File: src/rtl/uart_pkg.sv
// Shared definitions for the UART blocks: receiver state encoding and default baud divider.
package uart_pkg;

    // Receiver FSM states.
    typedef enum logic [1:0] {
        RX_IDLE  = 2'b00,
        RX_START = 2'b01,
        RX_DATA  = 2'b10,
        RX_STOP  = 2'b11
    } rx_state_t;

    // 12 MHz reference clock / 115200 baud.
    localparam int UART_BAUD_DIVIDER = 104;

endpackage

File: src/rtl/rx_sync.sv
// Input conditioning for the UART receiver.
// This module brings the asynchronous Rx pin into the clk domain and flags
// falling edges on it.
//
// When UART_RX_MAJORITY_EN is defined, rx_s is a 2-of-3 vote over three
// consecutive synchronised samples. The vote is centred on the middle sample,
// so the line is seen one cycle later than in the default build.
module rx_sync (
    input  logic clk,
    input  logic rstn,
    input  logic rx,
    output logic rx_s,
    output logic fall
);

    logic sync1;
    logic sync2;
    logic rx_d;

`ifdef UART_RX_MAJORITY_EN
    logic hist0;
    logic hist1;
    logic vote;

    assign vote = (sync2 & hist0) | (sync2 & hist1) | (hist0 & hist1);

    // Synchroniser, two-sample history, and the delayed vote used for edge detection; idle-high reset.
    always_ff @(posedge clk or negedge rstn) begin
        if (!rstn) begin
            sync1 <= 1'b1;
            sync2 <= 1'b1;
            hist0 <= 1'b1;
            hist1 <= 1'b1;
            rx_d  <= 1'b1;
        end else begin
            sync1 <= rx;
            sync2 <= sync1;
            hist0 <= sync2;
            hist1 <= hist0;
            rx_d  <= vote;
        end
    end

    assign rx_s = vote;
`else
    // Two-flop synchroniser plus one delay flop for edge detection; idle-high reset.
    always_ff @(posedge clk or negedge rstn) begin
        if (!rstn) begin
            sync1 <= 1'b1;
            sync2 <= 1'b1;
            rx_d  <= 1'b1;
        end else begin
            sync1 <= rx;
            sync2 <= sync1;
            rx_d  <= sync2;
        end
    end

    assign rx_s = sync2;
`endif

    assign fall = rx_d & ~rx_s;

endmodule

File: src/rtl/uart_rx.sv
// UART receiver: 8N1, LSB first, mid-bit sampling.
// The receiver shares its baud divider with the paired transmitter.
//
// Each good byte is presented on O_DATA together with a one-cycle NrD pulse.
// A bad stop bit gives a one-cycle FE pulse and leaves O_DATA unchanged.
//
// Optional feature: define UART_RX_MAJORITY_EN to take every bit decision as
// a 2-of-3 vote around mid-bit. This adds one cycle of latency to every event.
module uart_rx
    import uart_pkg::*;
#(
    parameter int BAUD_DIVIDER = UART_BAUD_DIVIDER
) (
    input  logic       clk,
    input  logic       rstn,
    input  logic       Rx,
    output logic [7:0] O_DATA,
    output logic       NrD,
    output logic       FE,
    output logic       RiP
);

    localparam int CNT_W = $clog2(BAUD_DIVIDER);
    localparam logic [CNT_W-1:0] HALF = CNT_W'(BAUD_DIVIDER / 2);
    localparam logic [CNT_W-1:0] LAST = CNT_W'(BAUD_DIVIDER - 1);

    rx_state_t        state;
    rx_state_t        state_n;
    logic [CNT_W-1:0] baud_cnt;
    logic [CNT_W-1:0] baud_n;
    logic [2:0]       bit_cnt;
    logic [2:0]       bit_n;
    logic [7:0]       shreg;
    logic [7:0]       shreg_n;
    logic [7:0]       data_n;
    logic             nrd_n;
    logic             fe_n;
    logic             rx_s;
    logic             fall;

    rx_sync u_sync (
        .clk  (clk),
        .rstn (rstn),
        .rx   (Rx),
        .rx_s (rx_s),
        .fall (fall)
    );

    // Register the FSM state, counters, shift register and outputs.
    // Reset aborts any frame in progress at once, so no partial byte is output.
    always_ff @(posedge clk or negedge rstn) begin
        if (!rstn) begin
            state    <= RX_IDLE;
            baud_cnt <= '0;
            bit_cnt  <= '0;
            shreg    <= '0;
            O_DATA   <= '0;
            NrD      <= 1'b0;
            FE       <= 1'b0;
        end else begin
            state    <= state_n;
            baud_cnt <= baud_n;
            bit_cnt  <= bit_n;
            shreg    <= shreg_n;
            O_DATA   <= data_n;
            NrD      <= nrd_n;
            FE       <= fe_n;
        end
    end

    // Next-state logic. Start is checked at half a bit; data and stop bits are
    // sampled one full bit period later. IDLE is re-entered at mid-stop, so a
    // start edge that follows straight after the stop bit is still caught.
    always_comb begin
        state_n = state;
        baud_n  = baud_cnt + 1'b1;
        bit_n   = bit_cnt;
        shreg_n = shreg;
        data_n  = O_DATA;
        nrd_n   = 1'b0;
        fe_n    = 1'b0;
        case (state)
            RX_IDLE: begin
                baud_n = '0;
                if (fall) begin
                    state_n = RX_START;
                end
            end
            RX_START: begin
                if (baud_cnt == HALF) begin
                    baud_n  = '0;
                    bit_n   = '0;
                    state_n = rx_s ? RX_IDLE : RX_DATA;
                end
            end
            RX_DATA: begin
                if (baud_cnt == LAST) begin
                    baud_n  = '0;
                    shreg_n = {rx_s, shreg[7:1]};
                    bit_n   = bit_cnt + 3'd1;
                    if (bit_cnt == 3'd7) begin
                        state_n = RX_STOP;
                    end
                end
            end
            RX_STOP: begin
                if (baud_cnt == LAST) begin
                    baud_n  = '0;
                    state_n = RX_IDLE;
                    if (rx_s) begin
                        data_n = shreg;
                        nrd_n  = 1'b1;
                    end else begin
                        fe_n = 1'b1;
                    end
                end
            end
            default: begin
                state_n = RX_IDLE;
            end
        endcase
    end

    // RiP stays high through the cycle that carries the NrD/FE strobe.
    assign RiP = (state != RX_IDLE) | NrD | FE;

endmodule

File: config.mk
export PLATFORM = sky130hd
export DESIGN_NAME = uart_rx
export DESIGN_NICKNAME = d
export VERILOG_FILES = /design/src/rtl/uart_pkg.sv /design/src/rtl/rx_sync.sv /design/src/rtl/uart_rx.sv
export SDC_FILE = /design/constraint.sdc
export NUM_CORES = 1
export LEC_CHECK = 0
export CAP_MARGIN = 25
export CORE_ASPECT_RATIO = 0.6
export CORE_MARGIN = 3
export CORE_UTILIZATION = 36
export CTS_CLUSTER_DIAMETER = 50
export DETAILED_ROUTE_END_ITERATION = 16
export DONT_BUFFER_PORTS = 1
export GPL_ROUTABILITY_DRIVEN = 0
export SLEW_MARGIN = 20
export SYNTH_ARGS = -nofsm -noshare
export SYNTH_HDL_FRONTEND = slang
export SYNTH_HIERARCHICAL = 1
export SYNTH_SLANG_ARGS = --single-unit
File: constraint.sdc
create_clock -name clk -period 2.98 [get_ports clk]
set_input_delay 0.596 -clock clk [delete_from_list [all_inputs] [get_ports clk]]
set_output_delay 0.596 -clock clk [all_outputs]
set_load 0.02 [all_outputs]
# Word level (Yosys, flattened, before mapping)
# Index checks and enable logic that the tools add are counted.
# Widths: inputs -> output; s select.
[op_classes]
add_sub_neg = 2
n_eq_ne = 11
n_mux = 19
bitwise_logic = 4
n_reduce_logical = 8
[ops]
columns = ["cell", "count"]
rows = [
  ["$pmux 7 s3", 1],
  ["$mux 7", 2],
  ["$mux 2", 6],
  ["$ne 2x2->1 const B", 5],
  ["$pmux 2 s4", 1],
  ["$add 7x1->7 const B", 1],
  ["$eq 7x6->1 const B", 1],
  ["$eq 7x7->1 const B", 1],
  ["$mux 1", 6],
  ["$mux 3", 2],
  ["$pmux 3 s2", 1],
  ["$reduce_and 3->1", 2],
  ["$reduce_and 5->1", 1],
  ["$eq 2x2->1 const B", 2],
  ["$reduce_bool 2->1", 2],
  ["$add 3x1->3 const B", 1],
  ["$eq 3x3->1 const B", 1],
  ["$eq 2x1->1 const B", 1],
  ["$logic_not 2->1", 1],
  ["$or 1x1->1", 2],
  ["$reduce_and 2->1", 1],
  ["$reduce_or 2->1", 1],
  ["$and 1x1->1", 1],
  ["$not 1->1", 1],
]
[totals]
reg_bits = 33
output_inout_bits = 11

# Depth between registers and ports, before layout
[logic_depth]
depth_word = 4
mapped_depth = 6
ltp_nobuf = 5

# Modules after synthesis
# The synthesis kept the hierarchy.
[by_module_without_submodules]
columns = ["mod", "n_inst", "cells_each", "area_each_um2", "seq_area_each_um2"]
rows = [
  ["uart_rx", 1, 112, 1423.9, 750.7],
  ["rx_sync", 1, 4, 92.6, 78.8],
]

# Worst setup path before layout
# No wires, ideal clock.
[synth_timing]
path_kind = "reg-to-reg"
from = "reg baud_cnt[0]"
to = "reg O_DATA[0]"
setup_ns = 0.125
arrival_time_ns = 1.760
required_time_ns = 2.855
path_slack_ns = 1.095
stages_incl_launch_ff = 7
path_buffers = 2
period_less_slack_ns = 1.885
cell_sequence = "dfrtp_1 > ha_1 > nand4bb_1 > buf_2 > or4_4 > buf_6 > mux2_4"
[synth_via]
elab_chain_cells = 2
[synth_rtl]
columns = ["item", "line_no", "rtl"]
rows = [
  ["from (decl)", "uart_rx.sv:29", "logic [CNT_W-1:0] baud_cnt;"],
  ["from (signal assigned)", "uart_rx.sv:62", "baud_cnt <= baud_n;"],
  ["$eq 7x7->1", "uart_rx.sv:107", "if (baud_cnt == LAST) begin"],
  ["$reduce_and 3->1 (no source line)", "n/a", ""],
  ["to (signal assigned)", "uart_rx.sv:65", "O_DATA <= data_n;"],
  ["to (decl)", "uart_rx.sv:17", "output logic [7:0] O_DATA,"],
]
# No other way between the ends.
# A chain may end at the register's enable or synchronous reset.

# Final worst setup path
[layout_timing]
from = "reg baud_cnt[0]"
to = "reg O_DATA[7]"
# The elaborated chain is that of the path after synthesis.

==> impl_metrics.tcl <==
set metrics [dict create \
    status "finished, final reports clean" \
    report.final.setup_viol 0 \
    ys_ff_latch 33 \
    layout-drive-gt1-share 0.244 \
    static_leakage_uw 0.000771 \
    maxSlewViolCount 0 \
    crit-reg2reg-launch "baud_cnt[0]" \
    critPathRequiredTime_ns 3.15 \
    dp_worst_setup_slack_ns 0.867 \
    synth_cell_type_count 37 \
    die_h_um 56.3 \
    synth_area_um2 1520 \
    worst_clock_skew_ns 0.00595 \
    power.clock.fraction 0.318 \
    reg2reg_end "O_DATA[7]" \
    reg2regPathDepth 4 \
    hpwl_um 1980 \
    worstMarginPinSlew_ns 0.878 \
    slew-limit-headroom 0.407 \
    seqPwrFrac 0.542 \
    die_w_um 89.8 \
    drt_iter0_drc 84 \
    peakVddDrop_mv 0.288 \
    cts.clk_slew.worst_paths_ns 0.06 \
    setup_ws_ns 0.808 \
    period_share 0.729 \
    numPortBuffers 0 \
    wire_per_inst_um 16.4 \
    syn_inst 116 \
    setup-tns-final_ns 0 \
    n_antenna_cell 0 \
    critPathCaptureType "flip-flop" \
    grt_start_max_net_pins 19 \
    p_int_uw 715 \
    dominantRegCellSynth "sky130_fd_sc_hd__dfrtp_1" \
    layout.nets 129 \
    final_layout_fill_cell_count 355 \
    detail_route.wirelength_um 2950 \
    core_region_area_um2 3850 \
    avgSynthCellArea_um2 13.1 \
    crit_path_max_fanout 8 \
    clk_root_buffer_cell "sky130_fd_sc_hd__clkbuf_8" \
    row_count 17 \
    tritoncts.num_buffers 5 \
    critical_path_class "reg -> reg" \
    maxCapViolations 0 \
    worst_ep_arrival_time_ns 2.34 \
    tritoncts_clock_tree "yes" \
    post_cts_setup_repair_buffer_count 0 \
    dieArea_um2 5050 \
    first_global_vias 921 \
    vias_per_cell 5.41 \
    first_pass_iters 4 \
    initial_utilization 0.394 \
    sw_frac_of_total 0.280 \
    pin_count 14 \
    syn-num-nets 123 \
    hold_class "in -> async" \
    via_count 973 \
    synth.yosys.seq_area_share 0.547 \
    grt_first_pass_wirelength_um 4970 \
    cts_max_path_bufs 2 \
    pwr_density_cell_nw_per_um2 596 \
    clkLatencyLatePin_ns 0.28 \
    detail-route-antenna-nets 0 \
    final_period_minus_worst_setup_slack_ns 2.17 \
    synth-warning-count 6 \
    grt_antenna_before_repair 0 \
    synth_edf_count 0 \
    setup.worst_path.start_class "flip-flop" \
    setup.reg_to_reg.worst_slack_ns 0.81 \
    number_of_gates_resized_after_cts 0 \
    maximum_frequency_from_static_timing_analysis_mhz 460 \
    comb_power_share 0.140 \
    async_flop_share 1.00 \
    grt_setup_unrepaired "no" \
    switchingPower_uw 279 \
    grt_overflow_total 0 \
    drc 0 \
    htree_levels 2 \
    hold_violations 0 \
    area_delta_synth_final_pct 10.1 \
    clock_sinks 33 \
    global_route.usage.total 0.127 \
]
synthesized netlist by cell type, types with 2 or more instances:
library cell                instances  area [µm²]
sky130_fd_sc_hd__nor2_1             3        11.3
sky130_fd_sc_hd__ha_1               4        50.1
sky130_fd_sc_hd__inv_1              2        7.51
sky130_fd_sc_hd__a21oi_1            7        35.0
sky130_fd_sc_hd__o211ai_1           2        15.0
sky130_fd_sc_hd__mux2_4             8         120
sky130_fd_sc_hd__nand4bb_1          2        22.5
sky130_fd_sc_hd__dfstp_2            3        78.8
sky130_fd_sc_hd__o21ai_0            7        35.0
sky130_fd_sc_hd__and3b_1            2        17.5
sky130_fd_sc_hd__a211oi_1           2        15.0
sky130_fd_sc_hd__nand3_1            3        15.0
sky130_fd_sc_hd__or3_1              2        12.5
sky130_fd_sc_hd__dfrtp_1           30         751
sky130_fd_sc_hd__xor2_1             2        17.5
sky130_fd_sc_hd__nor4b_1            3        26.3
sky130_fd_sc_hd__mux2_2             8        90.1
sky130_fd_sc_hd__a22oi_1            2        15.0
sky130_fd_sc_hd__nand2_1            6        22.5
metal layers:
layer  GRT usage  up-vias  share of wire
met5           0        -              0
met4      0.0568        0          0.021
met3      0.0549        9          0.060
met2       0.155       25           0.40
met1       0.188      492           0.52
li1            -      447              -
power by group through the flow:
| stage | Clock (µW) | Sequential (µW) | Combinational (µW) |
|---|---|---|---|
| 2_1_floorplan | 0 | 529 | 112 |
| 3_3_place_gp | 0 | 546 | 125 |
| 3_5_place_dp | 0 | 546 | 130 |
| 4_1_cts | 325 | 539 | 136 |
| 5_1_grt | 349 | 550 | 160 |
| 6_report | 316 | 539 | 139 |
cells by family after synthesis:
kind of cell | synth area share
buf+inv | 0.0206
mux | 0.139
flops | 0.547
xor+xnor | 0.0173
fa+ha+maj | 0.0330
compound gates | 0.0974
simple gates | 0.146
registers in the layout (all words and copies together), names as in the netlist, named ones only:
name and cells:
FE 1, NrD 1, O_DATA 8, baud_cnt 7
bit_cnt 3, shreg 8, state 1, u_sync/rx_d 1
u_sync/rx_s 1, u_sync/sync1 1
area by class of cell:
class                           count  area (µm²)  share of cell area
Timing Repair Buffer                2        20.0              0.0120
Inverter                            3        11.3             0.00675
Clock inverter                      1        5.00             0.00300
Multi-Input combinational cell     77         656               0.393
Sequential cell                    33         830               0.497
Tap cell                           57        71.3              0.0427
Clock buffer                        7        76.3              0.0457
critical path, cell delays in order, from the launching register on:
cell	delay, ns
sky130_fd_sc_hd__dfrtp_1	0.38
sky130_fd_sc_hd__ha_1	0.26
sky130_fd_sc_hd__nand4bb_1	0.36
sky130_fd_sc_hd__or4_4	0.72
sky130_fd_sc_hd__mux2_4	0.34
stage by stage:
stage | util | power [µW] | instances | hold WS (ns) | instance area [µm²]
2_1_floorplan | - | 641 | 116 | 0.300 | 1520
3_3_place_gp | 0.407 | 671 | 170 | 0.301 | 1570
3_5_place_dp | 0.407 | 676 | 170 | 0.301 | 1570
4_1_cts | 0.431 | 1000 | 179 | 0.00209 | 1660
5_1_grt | 0.434 | 1060 | 180 | 0.132 | 1670
6_report | 0.434 | 994 | 180 | 0.156 | 1670
layout by cell type (no fill, tap or decap), types with 3 or more instances in the layout:
master and n:
sky130_fd_sc_hd__nor2_1 3, sky130_fd_sc_hd__clkbuf_8 5, sky130_fd_sc_hd__mux2_4 8, sky130_fd_sc_hd__o21ai_0 7, sky130_fd_sc_hd__nand2_1 6, sky130_fd_sc_hd__a21oi_1 7, sky130_fd_sc_hd__dfrtp_1 30, sky130_fd_sc_hd__nand3_1 3
sky130_fd_sc_hd__ha_1 4, sky130_fd_sc_hd__mux2_2 8, sky130_fd_sc_hd__nor4b_1 3, sky130_fd_sc_hd__dfstp_2 3
worst max-delay path by stage:
| stage | slack, ns | startpoint | end |
|---|---|---|---|
| floorplan | 1.09 | baud_cnt[0] | O_DATA[0] |
| global placement | 0.92 | baud_cnt[0] | O_DATA[7] |
| detailed placement | 0.87 | baud_cnt[0] | O_DATA[6] |
| CTS | 0.85 | baud_cnt[0] | O_DATA[7] |
| global route | 0.65 | baud_cnt[0] | baud_cnt[1] |
| finish | 0.81 | baud_cnt[0] | O_DATA[7] |
timing repair:
action / CTS / global route
hold buffers: 1 / 1
setup endpoints to repair: 0 / 0
endpoints found under the hold margin: 18 / 12
No activity file was read; power rests on OpenSTA's default activity.
